File: config.mk
export PLATFORM = sky130hd
export DESIGN_NAME = intr_claim_ctrl
export DESIGN_NICKNAME = d
export VERILOG_FILES = /design/src/rtl/intr_claim_ctrl_pkg.sv /design/src/rtl/intr_claim_gateway.sv /design/src/rtl/intr_claim_ctrl.sv
export SDC_FILE = /design/constraint.sdc
export NUM_CORES = 1
export LEC_CHECK = 0
export CAP_MARGIN = 20
export CORE_MARGIN = 2
export CORE_UTILIZATION = 55
export DETAILED_ROUTE_END_ITERATION = 8
export GPL_TIMING_DRIVEN = 0
export PLACE_DENSITY = 0.92
export SETUP_SLACK_MARGIN = 0.3
export SLEW_MARGIN = 40
export SYNTH_ARGS = -nofsm -noshare
export SYNTH_HDL_FRONTEND = slang
export SYNTH_SLANG_ARGS = --single-unit
File: constraint.sdc
create_clock -name clk_i -period 2.9 [get_ports clk_i]
set_clock_uncertainty 0.05 [all_clocks]
set_input_delay 0.435 -clock clk_i [delete_from_list [all_inputs] [get_ports clk_i]]
set_output_delay 0.435 -clock clk_i [all_outputs]
set_load 0.02 [all_outputs]
File: src/rtl/intr_claim_ctrl_pkg.sv
// Shared constants and types for the interrupt claim controller.
// Holds source count, ID width, register offsets and the register request payload.
package intr_claim_ctrl_pkg;

    localparam int unsigned NumIrqSrc    = 46;
    localparam int unsigned IrqIdWidth   = 7;
    localparam int unsigned RegAddrWidth = 3;
    localparam int unsigned RegDataWidth = 32;
    localparam int unsigned MaxSrc       = 64;

    localparam logic [RegAddrWidth-1:0] IntrEnable0Offset  = 3'd0;
    localparam logic [RegAddrWidth-1:0] IntrEnable1Offset  = 3'd1;
    localparam logic [RegAddrWidth-1:0] IntrPending0Offset = 3'd2;
    localparam logic [RegAddrWidth-1:0] IntrPending1Offset = 3'd3;
    localparam logic [RegAddrWidth-1:0] IntrClaimOffset    = 3'd4;

    typedef struct packed {
        logic                    we;
        logic [RegAddrWidth-1:0] addr;
        logic [RegDataWidth-1:0] wdata;
    } reg_req_t;

    // Mask of implemented source bits within the 64-bit register view.
    function automatic logic [MaxSrc-1:0] impl_mask(input int unsigned n);
        if (n >= MaxSrc) begin
            return '1;
        end
        return (64'(1) << n) - 64'(1);
    endfunction

endpackage

File: src/rtl/intr_claim_gateway.sv
// Per-source gateway: latches one pending event per claim/complete cycle.
// A claim moves the source into service; complete releases it for re-latching.
module intr_claim_gateway (
    input  logic clk,
    input  logic rst_n,
    input  logic src,
    input  logic claim,
    input  logic complete,
    output logic pending,
    output logic in_service
);

    always_ff @(posedge clk or negedge rst_n) begin
        if (!rst_n) begin
            pending    <= 1'b0;
            in_service <= 1'b0;
        end else if (claim) begin
            pending    <= 1'b0;
            in_service <= 1'b1;
        end else begin
            // In-service blocks new events until the complete has landed.
            if (src && !pending && !in_service) begin
                pending <= 1'b1;
            end
            if (complete) begin
                in_service <= 1'b0;
            end
        end
    end

endmodule

File: src/rtl/intr_claim_ctrl.sv
// Interrupt claim controller: per-source gateways, enables, fixed-priority
// claim (lowest index wins), completion port and a registered level IRQ.
module intr_claim_ctrl
    import intr_claim_ctrl_pkg::*;
#(
    parameter int unsigned NumSrc  = NumIrqSrc,
    parameter int unsigned IdWidth = IrqIdWidth
) (
    input  logic                    clk_i,
    input  logic                    rst_ni,
    input  logic [NumSrc-1:0]       intr_src_i,
    input  logic                    reg_req_i,
    input  logic                    reg_we_i,
    input  logic [RegAddrWidth-1:0] reg_addr_i,
    input  logic [RegDataWidth-1:0] reg_wdata_i,
    output logic [RegDataWidth-1:0] reg_rdata_o,
    output logic                    reg_rvalid_o,
    output logic                    irq_o
);

    localparam logic [MaxSrc-1:0] ImplMask = impl_mask(NumSrc);

    reg_req_t                req;
    logic [MaxSrc-1:0]       enable;
    logic [MaxSrc-1:0]       pending_ext;
    logic [NumSrc-1:0]       pending;
    logic [NumSrc-1:0]       in_service;
    logic [NumSrc-1:0]       claimable;
    logic [NumSrc-1:0]       claim_sel;
    logic [NumSrc-1:0]       complete_sel;
    logic                    win_valid;
    logic [IdWidth-1:0]      win_idx;
    logic [IdWidth-1:0]      win_id;
    logic [IdWidth-1:0]      cmp_id;
    logic                    claim_rd;
    logic                    claim_fire;
    logic                    complete_wr;
    logic [RegDataWidth-1:0] rdata_c;

    assign req = '{we: reg_we_i, addr: reg_addr_i, wdata: reg_wdata_i};

    assign claimable   = pending & enable[NumSrc-1:0];
    assign pending_ext = MaxSrc'(pending);

    // Fixed priority: scan from the top so the lowest set index wins.
    always_comb begin
        win_valid = 1'b0;
        win_idx   = '0;
        for (int i = int'(NumSrc) - 1; i >= 0; i--) begin
            if (claimable[i]) begin
                win_valid = 1'b1;
                win_idx   = IdWidth'(i);
            end
        end
    end

    assign win_id = win_idx + IdWidth'(1);

    assign claim_rd    = reg_req_i && !req.we && (req.addr == IntrClaimOffset);
    assign claim_fire  = claim_rd && win_valid;
    assign complete_wr = reg_req_i && req.we && (req.addr == IntrClaimOffset);
    assign cmp_id      = req.wdata[IdWidth-1:0];

    for (genvar g = 0; g < NumSrc; g++) begin : g_src
        assign claim_sel[g]    = claim_fire && (win_idx == IdWidth'(g));
        assign complete_sel[g] = complete_wr && (cmp_id == IdWidth'(g + 1));

        intr_claim_gateway u_gateway (
            .clk        (clk_i),
            .rst_n      (rst_ni),
            .src        (intr_src_i[g]),
            .claim      (claim_sel[g]),
            .complete   (complete_sel[g]),
            .pending    (pending[g]),
            .in_service (in_service[g])
        );
    end

    // Read mux; writes return zero data alongside their response strobe.
    always_comb begin
        rdata_c = '0;
        if (!req.we) begin
            unique case (req.addr)
                IntrEnable0Offset:  rdata_c = enable[31:0];
                IntrEnable1Offset:  rdata_c = enable[63:32];
                IntrPending0Offset: rdata_c = pending_ext[31:0];
                IntrPending1Offset: rdata_c = pending_ext[63:32];
                IntrClaimOffset:    rdata_c = win_valid ? RegDataWidth'(win_id) : '0;
                default:            rdata_c = '0;
            endcase
        end
    end

    always_ff @(posedge clk_i or negedge rst_ni) begin
        if (!rst_ni) begin
            enable <= '0;
        end else if (reg_req_i && req.we) begin
            if (req.addr == IntrEnable0Offset) begin
                enable[31:0] <= req.wdata & ImplMask[31:0];
            end else if (req.addr == IntrEnable1Offset) begin
                enable[63:32] <= req.wdata & ImplMask[63:32];
            end
        end
    end

    always_ff @(posedge clk_i or negedge rst_ni) begin
        if (!rst_ni) begin
            reg_rvalid_o <= 1'b0;
            reg_rdata_o  <= '0;
            irq_o        <= 1'b0;
        end else begin
            reg_rvalid_o <= reg_req_i;
            reg_rdata_o  <= reg_req_i ? rdata_c : '0;
            irq_o        <= |claimable;
        end
    end

    // in_service only matters inside the gateways; kept visible for debug probes.
    logic unused_in_service;
    assign unused_in_service = ^in_service;

endmodule

* After elaboration in Yosys (flattened, before gate mapping)
Index checks and enable logic that the tools add are counted. W data, S select, Z words.
Cells by class: add/sub/neg operators 1, $mul 0, div/mod/pow operators 0, magnitude comparators 0, eq/ne operators 95, shift-type cells 0, mux-type cells 280, bitwise logic cells 2, reductions and logical operators 379
Operators with widths (count):
- $mux W7 | 44
- $mux W1 | 230
- $eq A7 B5 Y1 const B | 32
- $eq A7 B6 Y1 const B | 29
- $logic_and A1 B1 Y1 | 189
- $reduce_bool A2 Y1 | 92
- $pmux W32 S5 | 1
- $eq A7 B4 Y1 const B | 16
- $logic_not A1 Y1 | 93
- $mux W32 | 2
- $eq A7 B3 Y1 const B | 8
- $and A46 B46 Y46 | 1
- $reduce_or A46 Y1 | 1
- $eq A7 B2 Y1 const B | 4
- $mux W6 | 3
- $eq A7 B1 Y1 const B | 2
- $add A7 B1 Y7 const B | 1
- $logic_not A7 Y1 | 1
- $eq A3 B2 Y1 const B | 2
- $eq A3 B1 Y1 const B | 1
- $eq A3 B3 Y1 const B | 1
- $logic_not A3 Y1 | 1
- $reduce_and A3 Y1 | 1
- $reduce_and A2 Y1 | 1
- $not A1 Y1 | 1
Storage, ports and cells: register bits 172, bits in latches 0, bits in writable memories 0, bits in read-only memories 0, input port bits 85, output and inout bits 34, word-level logic and storage cells 854, memories 0

* Longest topological paths before layout
Gate-level depths: netlist of the first run.
depth in word-level cells 52, mapped depth 11, mapped depth without buffers 11

* Hierarchy
From an unflattened synthesis of the first run, not the netlist that was laid out.
Second synthesis, totals: cell total of the unflattened synthesis 868, area, all modules 8653.3 µm²
By module, submodules not included:
- intr_claim_ctrl | instances 1, cells each 546, area each 4912.2 µm²
- intr_claim_gateway | instances 46, cells each 7, area each 81.3 µm²

* Worst setup path after synthesis of the first run
Ideal clock, no wire load.
kind register -> register, from reg g_src[7].u_gateway.pending, to reg g_src[23].u_gateway.pending, setup time 0.119 ns, data arrival time 2.293 ns, path slack 0.438 ns, cell stages (with the launch flop) 10, buffers on the path 1, path through dfrtp_1 -> nand2_1 -> a32o_1 -> a221oi_1 -> o2111ai_1 -> o21ai_1 -> ha_1 -> clkbuf_1 -> nand3_1 -> o21a_1
On the way: longest elaborated chain between the ends 12, elaborated cells between the ends (all ways) 22, classes of those cells eq/ne: 1; mux: 17; bitwise: 1; reduce/logical: 3
Ends and longest elaborated chain:
- from (decl) | line intr_claim_gateway.sv:9 | output logic pending,
- from (signal assigned) | line intr_claim_gateway.sv:15 | pending <= 1'b0;
- from (signal assigned) | line intr_claim_gateway.sv:18 | pending <= 1'b0;
- from (signal assigned) | line intr_claim_gateway.sv:23 | pending <= 1'b1;
- $and A46 B46 Y46 (*) | line intr_claim_ctrl.sv:42 | assign claimable = pending & enable[NumSrc-1:0];
- $mux W7 / $mux W1 (equally long branches) (8 in a row) | line intr_claim_ctrl.sv:50 | if (claimable[i]) begin
- $eq A7 B5 Y1 / $logic_and A1 B1 Y1 (equally long branches) | line intr_claim_ctrl.sv:65, intr_claim_ctrl.sv:60
- $logic_and A1 B1 Y1 (*) | line intr_claim_ctrl.sv:65 | assign claim_sel[g] = claim_fire && (win_idx == IdWidth'(g));
- $mux W1 / $reduce_bool A2 Y1 (equally long branches)
- to (signal assigned) | line intr_claim_gateway.sv:15
- to (signal assigned) | line intr_claim_gateway.sv:18
- to (signal assigned) | line intr_claim_gateway.sv:23
- to (decl) | line intr_claim_gateway.sv:9
Every way passes the cells marked *; elsewhere a longest branch is shown, timed or not. A chain may end at the register's enable or synchronous reset.

* Worst setup path after layout of the first run
from reg g_src[7].u_gateway.pending, to reg g_src[12].u_gateway.in_service
On the way: longest elaborated chain between the ends 12, elaborated cells between the ends (all ways) 22, classes of those cells eq/ne: 1; mux: 17; bitwise: 1; reduce/logical: 3
Ends and longest elaborated chain:
- $and A46 B46 Y46 (*) | line intr_claim_ctrl.sv:42
- $mux W7 / $mux W1 (equally long branches) (8 in a row) | line intr_claim_ctrl.sv:50
- $eq A7 B4 Y1 / $logic_and A1 B1 Y1 (equally long branches) | line intr_claim_ctrl.sv:65, intr_claim_ctrl.sv:60
- $logic_and A1 B1 Y1 (*) | line intr_claim_ctrl.sv:65
- $mux W1 / $reduce_bool A2 Y1 (equally long branches)
- to (signal assigned) | line intr_claim_gateway.sv:16 | in_service <= 1'b0;
- to (signal assigned) | line intr_claim_gateway.sv:19 | in_service <= 1'b1;
- to (signal assigned) | line intr_claim_gateway.sv:26 | in_service <= 1'b0;
- to (decl) | line intr_claim_gateway.sv:10 | output logic in_service
Marks and branches as above.

==> metrics.yaml, run 1 <==
status:
  outcome: "completed"
worst_hold_path:
  hold_path_class: "flop to flop"
  min-delay-start: "g_src[20].u_gateway.in_service"
  min_to: "g_src[20].u_gateway.in_service"
  holdPathStages: 2
clocking:
  cts_tree: "built"
  cts-root-buf: "clkbuf_16"
  cts_made_buffers: 17
  clockBufferDepth: 2
  htreeDepth: 4
  path_clk_slew_ns: 0.07
  clock-sinks: 172
  insertion_delay_ns: 0.45
power_and_ir_drop:
  swShare: 0.319
  leakage_nw: 4.40
  clkPwrFrac: 0.342
  p_int_mw: 4.83
  combPwrFrac: 0.258
  power.density_mw_per_mm2: 643
  max-vdd-ir-drop_mv: 0.456
  p_switching_mw: 2.27
  power_frac_seq: 0.401
  total_power_mw: 7.10
yosys:
  ys_seq_area_frac: 0.518
  ys_types: 64
  synth_area_per_cell_sq_um: 10.4
  synth_area_sq_mm: 0.00830
  ys.flop_type: "dfrtp_1"
  synthMuxAreaShare: 0.0895
  synth-compound-area-share: 0.199
  synth_top_family_by_area: "compound AO/OA/AOI/OAI gates"
  syn_inst: 796
  synth_top_area_cell: "dfrtp_1"
  yosys.area_share.simple: 0.146
  synthXorXnorAreaFrac: 0.00106
  synth.top_cell.area_share: 0.518
  synth_warnings: 0
  async_reset_ff_frac: 1.00
  synthTopCellsByArea: "dfrtp_1 52%, mux2_2 7.3%, a21oi_1 4.8%, a22o_1 4.5%, nand2_1 3.9%"
  synth.net_count: 885
  synthAdderAreaFrac: 0.00603
  ys_ff_latch: 172
  synth-edff-count: 0
detailed_routing:
  ant_nets: 0
  drc: 0
  vias: 7782
  totalWireLength_um: 28800
  drt-wirelength-per-cell_um: 24.9
  via_per_inst: 6.71
  drt-pass1-iter-count: 6
  drt_iter0_drc: 1119
final_layout:
  syn2layout_area_growth_pct: 33.0
  fin_nets: 1052
  fin_cells: 1160
  antennaDiodeCount: 0
  drive_gt1_frac: 0.233
die:
  chipHeight_um: 127
  rows: 44
  io_pins: 119
  die_area_sq_mm: 0.0161
  coreArea_sq_mm: 0.0146
  initial_utilization: 0.567
  die_w_um: 127
run:
  maxCapViolCount: 0
sta:
  finalSetupViolations: 0
  hold_viol_final: 0
  worst_pin_slew_ns: 0.754
  finalCritPeriodShare: 0.914
  final_max_slew_viol_count: 0
  relSlewSlack: 0.497
  worst_hold_slack_ns: 0.433
  fmax_mhz: 377
  fin_crit_ns: 2.65
  grt_setup_unrepaired: "true"
placed_design:
  place_congestion: 1.03
  dp_cells: 1100
  dp_hpwl_um: 19500
  port_buffers: 118
critical_path:
  cpMaxStageDelayCell: "dfrtp_2"
  critPathLaunchType: "flop"
  endpoint_kind: "flop"
  reg2reg_to: "g_src[12].u_gateway.in_service"
  path_cells: "nand2_2 -> a32o_2 -> a221oi_4 -> o2111ai_4 -> o21ai_4 -> inv_2 -> ha_4 -> buf_8 -> a22o_1"
  reg2regPathDepth: 9
  max_stage_delay_ns: 0.45
  arrival_ns: 2.93
  crit_required_ns: 3.18
  critPathMaxFanout: 10
  rrSetupSlack_ns: 0.25
  crit_start: "g_src[7].u_gateway.pending"
  path_class: "flop to flop"
  r2r-start: "g_src[7].u_gateway.pending"
global_route:
  grt_overflow: 0
  grt_antenna_before_repair: 0
  grt_pass1_wl_um: 41900
  grt_usage: 0.345
  grt_max_degree: 63
  grt_pass1_vias: 7608
==> final cells by class <==
class / count / area (sq um)
sequential: 172 / 4320
multi-input combinational: 542 / 3990
fill: 934 / 3610
timing repair buffer: 148 / 1470
clock buffer: 19 / 443
buffer: 38 / 233
tap: 184 / 230
clock inverter: 13 / 181
inverter: 44 / 165
==> synth_stat cells, drive strengths merged (2+ instances only) <==
master	number
nand2	88
o2111ai	5
a32o	13
a31oi	9
dfrtp	172
o21a	8
a211o	3
nand2b	4
o2bb2ai	2
nor3b	4
nand3b	3
inv	44
a32oi	3
a311o	2
mux2	54
o21ai	11
a22o	43
nor2	63
and2	13
clkbuf	24
a211oi	2
o211ai	3
buf	14
a22oi	39
nor4	5
mux4	6
nor3	10
nand4	7
a21oi	82
nor2b	12
or2	4
ha	4
and3	6
a221oi	2
nand3	19
==> worst max-delay path by stage <==
stage	to	cells after the start
after floorplan	g_src[23].u_gateway.pending	9
after global placement	g_src[0].u_gateway.in_service	1
after detailed placement	g_src[23].u_gateway.pending	9
after CTS	g_src[0].u_gateway.in_service	9
after global routing	g_src[0].u_gateway.in_service	9
final	g_src[12].u_gateway.in_service	9
==> timing repair <==
item                                    in CTS  in global routing
gates resized for setup                     43                 72
endpoints found under the setup margin     100                101
pin swaps                                    3                 20
cloned                                       0                  1
endpoints found under the hold margin       59                  0
buffers inserted                             5                 21
hold buffers                                 1                  0
==> flip-flops by register name, summed over array words and instances (netlist names) <==
| name | cells |
|---|---|
| g_src.u_gateway.pending | 46 |
| g_src.u_gateway.in_service | 46 |
| reg_rdata_o | 32 |
| reg_rvalid_o | 1 |
| enable | 46 |
| irq_o | 1 |
==> per-layer routing <==
layer  routed length [um]  global-route usage  part of all wire  up-vias
li1                     -                   -                 -     3227
met1                10500               0.453              0.36     3757
met2                13500               0.543              0.47      675
met3                 3390              0.0822              0.12      123
met4                 1400               0.169             0.049        0
met5                    0                   0                 0        -
==> cells by family after synthesis <==
group,Yosys count
flip-flops,172
AND/OR/NAND/NOR,242
multiplexers,60
buffers and inverters,82
adder cells (fa/ha/maj),4
XOR/XNOR,1
AO/OA/AOI/OAI,235
==> per-stage QoR <==
stage | setup WS [ns] | util | TNS, ns | cell area (sq um)
2_1_floorplan | 0.438 | - | 0 | 8300
3_3_place_gp | -5.34 | 0.663 | -961.09 | 9710
3_5_place_dp | -0.722 | 0.668 | -46.03 | 9780
4_1_cts | 0.288 | 0.724 | 0 | 10600
5_1_grt | 0.191 | 0.754 | 0 | 11000
6_report | 0.251 | 0.754 | 0 | 11000
==> power by group through the flow <==
stage | clock [mW] | combinational [mW] | sequential [mW]
finish | 2.42 | 1.83 | 2.85
global route | 2.54 | 1.92 | 2.86
CTS | 2.42 | 1.54 | 2.82
detailed placement | 0 | 1.40 | 2.85
global placement | 0 | 1.37 | 2.84
floorplan | 0 | 0.868 | 2.79
==> worst max-delay path, delay by kind of cell (launching register included) <==
kind | cells | cell delay, ns
AOI/OAI and AO/OA | 5 | 1.46
DFF | 1 | 0.45
buffers and inverters | 2 | 0.27
adders and majority gates | 1 | 0.20
and+or+nand+nor | 1 | 0.09
==> cell usage in the layout (no fill, tap or decap), drive strengths merged, types with 4 or more instances in the layout <==
cell	synthesis	final
dfrtp	172	172
clkdlybuf4s50	0	117
nand2	88	88
a21oi	82	82
nor2	63	63
mux2	54	54
inv	44	49
buf	14	48
a22o	43	43
a22oi	39	39
clkbuf	24	39
nand3	19	19
a32o	13	13
and2	13	13
nor2b	12	12
o21ai	11	11
nor3	10	10
a31oi	9	9
o21a	8	8
nand4	7	7
mux4	6	6
and3	6	6
o2111ai	5	5
nor4	5	5
nand2b	4	4
ha	4	4
nor3b	4	4
or2	4	4
(Power assumes the default switching activity.)
==> run 2: changes to the inputs <==
Settings changed: GPL_TIMING_DRIVEN 0 to default, HOLD_SLACK_MARGIN from default to 0.15.
==> run 2 against run 1 <==
  * Sequential share of layout area grew 0.21 points
  * Final cell count is 0.17% higher
  * Global-route usage up 0.087 points
  * Clock power is 7% lower
  * Combinational power is 4% lower
  * Clock-buffer cell count down 1
  * Largest cell class unchanged
  * Fmax increased by 1.3%
==> metrics.yaml, run 2 (synthesis gave the netlist of run 1 again) <==
status:
  outcome: "completed"
placed_design:
  port_buffers: 118
  dp_hpwl_um: 19700
  place_congestion: 1.01
  placed_area_sq_mm: 0.0100
critical_path:
  crit_required_ns: 3.18
  cpMaxStageDelayCell: "dfrtp_1"
  cp_num_buf_inv: 4
  arrival_ns: 2.89
  path_cells: "nand2_2 -> a32o_2 -> a221oi_2 -> buf_4 -> o2111ai_2 -> o21ai_2 -> buf_4 -> inv_1 -> ha_2 -> buf_4 -> nand3_1 -> nand2_1"
  path_class: "flop to flop"
  rrSetupSlack_ns: 0.28
  critPathLaunchType: "flop"
  max_stage_delay_ns: 0.45
  endpoint_kind: "flop"
  cp_top_family: "compound AO/OA/AOI/OAI gates"
  critPathMostFrequentCell: "buf_4"
  critPathMaxFanout: 8
power_and_ir_drop:
  leakage_nw: 4.44
  max-vdd-ir-drop_mv: 0.482
  power.density_mw_per_mm2: 624
clocking:
  cts_made_buffers: 17
  cts-root-buf: "clkbuf_16"
  clockBufferDepth: 2
  insertion_delay_ns: 0.46
  htreeDepth: 4
  clock-sinks: 172
  path_clk_slew_ns: 0.07
  cts_tree: "built"
global_route:
  use_met3: 0.0801
  grt-busiest-layer: "met2"
  grt_antenna_before_repair: 0
  grt_usage: 0.346
  grt_max_degree: 67
  met2_usage: 0.534
  grt_pass1_vias: 7341
  grt_overflow: 0
  grt_pass1_wl_um: 41500
  met1_usage: 0.472
die:
  rows: 44
  io_pins: 119
  initial_utilization: 0.567
  die_w_um: 127
  chipHeight_um: 127
  die_area_sq_mm: 0.0161
  coreArea_sq_mm: 0.0146
final_layout:
  drive_gt1_frac: 0.230
  multi_input_area_sq_mm: 0.00384
  layout_commonest_cell: "dfrtp_1"
  syn2layout_area_growth_pct: 32.0
  seq_area_sq_mm: 0.00432
  fillers: 935
  layout_common_cells: "163 x dfrtp_1, 117 x clkdlybuf4s50_1, 86 x nand2_1"
  final_area_sq_mm: 0.0110
  fin_nets: 1054
  top_regs: "enable: 46 flops, g_src.u_gateway.in_service: 46 flops, g_src.u_gateway.pending: 46 flops"
  antennaDiodeCount: 0
detailed_routing:
  drt-pass1-iter-count: 9
  drc: 0
  totalWireLength_um: 28000
  vias: 7753
  ant_nets: 0
  via_per_inst: 6.67
  drt_iter0_drc: 1074
  drt-wirelength-per-cell_um: 24.1
run:
  maxCapViolCount: 0
sta:
  worst_pin_slew_ns: 0.649
  final_max_slew_viol_count: 0
  relSlewSlack: 0.566
  finalSetupTns_ns: 0
  grt_setup_unrepaired: "true"
  fmax_mhz: 382
  hold_viol_final: 0
  finalCritPeriodShare: 0.902
  finalSetupViolations: 0
  fin_crit_ns: 2.62
worst_hold_path:
  hold_path_class: "flop to flop"
-- run 2: cell types whose count changed in the layout (fill, tap and decap cells not counted), sizes merged --
cell,before,now
buf,48,70
bufinv,3,0
clkbuf,39,18
clkinv,3,4
inv,49,52
-- run 2: final cells by class --
class,instances,area share
inverters,44,0.0151
clock inverters,14,0.0132
flip-flops and latches,172,0.394
well taps,184,0.0210
multi-input cells,542,0.350
clock buffers,18,0.0401
repair buffers,188,0.167
-- run 2: final timing paths --
path                                                   to  cells after the start                           start
setup / recovery           g_src[28].u_gateway.in_service                     12      g_src[7].u_gateway.pending
hold / removal             g_src[20].u_gateway.in_service                      2  g_src[20].u_gateway.in_service
setup reg to reg           g_src[28].u_gateway.in_service                     12      g_src[7].u_gateway.pending
hold reg to reg            g_src[20].u_gateway.in_service                      2  g_src[20].u_gateway.in_service
max in group asynchronous      g_src[4].u_gateway.pending                      3                          rst_ni
min in group asynchronous                      enable[27]                      2                          rst_ni
-- run 2: power by group --
group / total, mW / switching, mW / internal (mW)
sequential: 2.83 / 0.231 / 2.60
clock: 2.25 / 1.09 / 1.17
combinational: 1.76 / 0.916 / 0.844
total: 6.84 / 2.23 / 4.61
-- run 2: worst register-to-register path, delay by kind of cell (launching register included) --
family                   cells  cell delay (ns)
buffers and inverters        4             0.59
flip-flops                   1             0.45
AND/OR/NAND/NOR              3             0.29
adder cells (fa/ha/maj)      1             0.23
AO/OA/AOI/OAI                4             0.86
-- run 2: metrics by stage --
stage	instances	setup slack [ns]	hold slack, ns	utilization	power (mW)
3_5_place_dp	1113	0.0717	0.384	0.686	4.38
2_1_floorplan	796	0.438	0.0894	-	3.66
6_report	1162	0.284	0.433	0.748	6.84
3_3_place_gp	1113	0.164	0.380	0.686	4.35
4_1_cts	1150	0.305	0.434	0.731	6.65
5_1_grt	1162	0.238	0.460	0.748	7.07
-- run 2: routing by layer --
| metal | vias to the layer above | routed length, um |
|---|---|---|
| met2 | 631 | 12800 |
| met1 | 3739 | 10500 |
| met5 | - | 0 |
| li1 | 3237 | - |
| met4 | 0 | 1560 |
| met3 | 146 | 3190 |
-- run 2: timing repair --
action                     CTS  global route
hold buffers                 1             0
setup endpoints to repair   46            87
gates resized for setup     12            40
pin swaps                    4             6
buffers inserted             4            12
hold endpoints to repair    55             0
==> run 3: changes to the inputs <==
Settings changed: CORE_MARGIN 2 to default.
==> run 3 against run 2 <==
  * The flow now finishes with violations (design-rule violations)
  * Register-to-register slack about the same
  * Utilization fell by 0.37 points
  * Sequential share of layout area grew 0.15 points
  * Combinational power fell by 5%
  * Total power grew 1.0%
  * Via count increased by 0.66%
  * Fmax down 0.51%
  * Final area down 0.49%
  * Clock power increased by 6%
  * Hold slack worse by 0.0033 ns
  * Critical path type unchanged
  * Largest cell class unchanged
  * Highest routed layer is now met5
==> metrics.yaml, run 3 (synthesis gave the netlist of run 1 again) <==
status:
  outcome: "finished, violations left"
  violations: "design-rule violations"
global_route:
  grt_max_degree: 68
  grt_pass1_wl_um: 42600
  grt_usage: 0.366
  grt_pass1_vias: 7706
  grt_antenna_before_repair: 0
  grt_overflow: 0
critical_path:
  critPathLaunchType: "flop"
  endpoint_kind: "flop"
  path_class: "flop to flop"
  arrival_ns: 2.91
  critPathMaxFanout: 8
  crit_required_ns: 3.18
final_layout:
  antennaDiodeCount: 0
  top_regs: "enable: 46 flops, g_src.u_gateway.in_service: 46 flops, g_src.u_gateway.pending: 46 flops"
  drive_gt1_frac: 0.219
  fin_cells: 1165
  fin_nets: 1057
  syn2layout_area_growth_pct: 31.4
  layout_common_cells: "167 x dfrtp_1, 117 x clkdlybuf4s50_1, 86 x nand2_1"
  layout_commonest_cell: "dfrtp_1"
  fin_util: 0.745
clocking:
  htreeDepth: 4
  cts_tree: "built"
  cts_made_buffers: 17
  path_clk_slew_ns: 0.07
  insertion_delay_ns: 0.44
  clock-sinks: 172
  cts-root-buf: "clkbuf_16"
  clockBufferDepth: 2
sta:
  relSlewSlack: 0.561
  grt_setup_unrepaired: "true"
  fmax_mhz: 380
  finalCritPeriodShare: 0.907
  fin_crit_ns: 2.63
  finalSetupViolations: 0
  worst_pin_slew_ns: 0.656
  finalSetupTns_ns: 0
  worst_hold_slack_ns: 0.430
  final_max_slew_viol_count: 0
  hold_viol_final: 0
  setup_ws_ns: 0.270
power_and_ir_drop:
  max-vdd-ir-drop_mv: 0.496
  leakage_nw: 4.45
  power.density_mw_per_mm2: 634
detailed_routing:
  ant_nets: 0
  drc: 16
  vias: 7804
  totalWireLength_um: 28300
  drt-pass1-iter-count: 8
  via_per_inst: 6.70
  drt_iter0_drc: 1048
  drt-wirelength-per-cell_um: 24.3
placed_design:
  dp_hpwl_um: 19900
  place_congestion: 0.997
  pre_cts_slack_ns: 0.135
  dp_cells: 1120
  port_buffers: 118
die:
  rows: 44
  die_w_um: 125
  io_pins: 119
  chipHeight_um: 125
  die_area_sq_mm: 0.0156
  coreArea_sq_mm: 0.0146
  initial_utilization: 0.567
run:
  maxCapViolCount: 0
worst_hold_path:
  hold_path_class: "flop to flop"
==> run 3: critical path, stage by stage (launching register included) <==
cell	delay (ns)
dfrtp_1	0.40
buf_4	0.17
nand2_1	0.07
a32oi_2	0.33
o2111ai_2	0.16
o2111ai_1	0.22
o21ai_1	0.10
buf_4	0.17
inv_1	0.09
ha_2	0.26
buf_4	0.21
nand3_1	0.14
o21a_1	0.15
==> run 3: layer usage <==
layer  vias up  global-route usage  share of wire
met5         -              0.0294         0.0018
met4         2               0.202          0.053
met3       146               0.122           0.14
met2       701               0.562           0.45
met1      3720               0.456           0.35
li1       3235                   -              -
==> run 3: repair_timing <==
action	4_1_cts	5_1_grt
resized for setup	11	26
pin swaps	2	6
setup buffers	3	9
setup endpoints to repair	41	76
endpoints found under the hold margin	63	0
hold buffers	1	0
==> run 3: report_power, final <==
group          total, mW  leakage [nW]  switching, mW  internal [mW]
combinational       1.68          2.08          0.906          0.775
sequential          2.84          2.07          0.239           2.60
clock               2.39         0.301          0.977           1.41
total               6.91          4.45           2.12           4.79
==> run 3: through the flow <==
step                power (mW)  area [sq um]
CTS                       6.74         10700
detailed placement        4.31         10000
finish                    6.91         10900
floorplan                 3.66          8300
global route              7.11         10900
global placement          4.28         10000
==> run 3: path summary, 6_finish.rpt <==
| kind | to | slack, ns | depth (start not counted) | from |
|---|---|---|---|---|
| worst min register to register | g_src[20].u_gateway.in_service | 0.43 | 2 | g_src[20].u_gateway.in_service |
| worst max-delay path | g_src[28].u_gateway.pending | 0.27 | 12 | g_src[22].u_gateway.pending |
| min in group asynchronous | enable[14] | 0.52 | 2 | rst_ni |
| worst min-delay path | g_src[20].u_gateway.in_service | 0.43 | 2 | g_src[20].u_gateway.in_service |
| worst max register to register | g_src[28].u_gateway.pending | 0.27 | 12 | g_src[22].u_gateway.pending |
| max in group asynchronous | g_src[44].u_gateway.in_service | 1.45 | 3 | rst_ni |
==> run 3: layout make-up <==
cell class / count / area, sq um
flip-flops and latches: 172 / 4310
repair buffers: 191 / 1780
clock buffers: 21 / 460
clock inverters: 11 / 154
inverters: 44 / 165
fillers: 935 / 3740
multi-input cells: 542 / 3810
well taps: 184 / 230
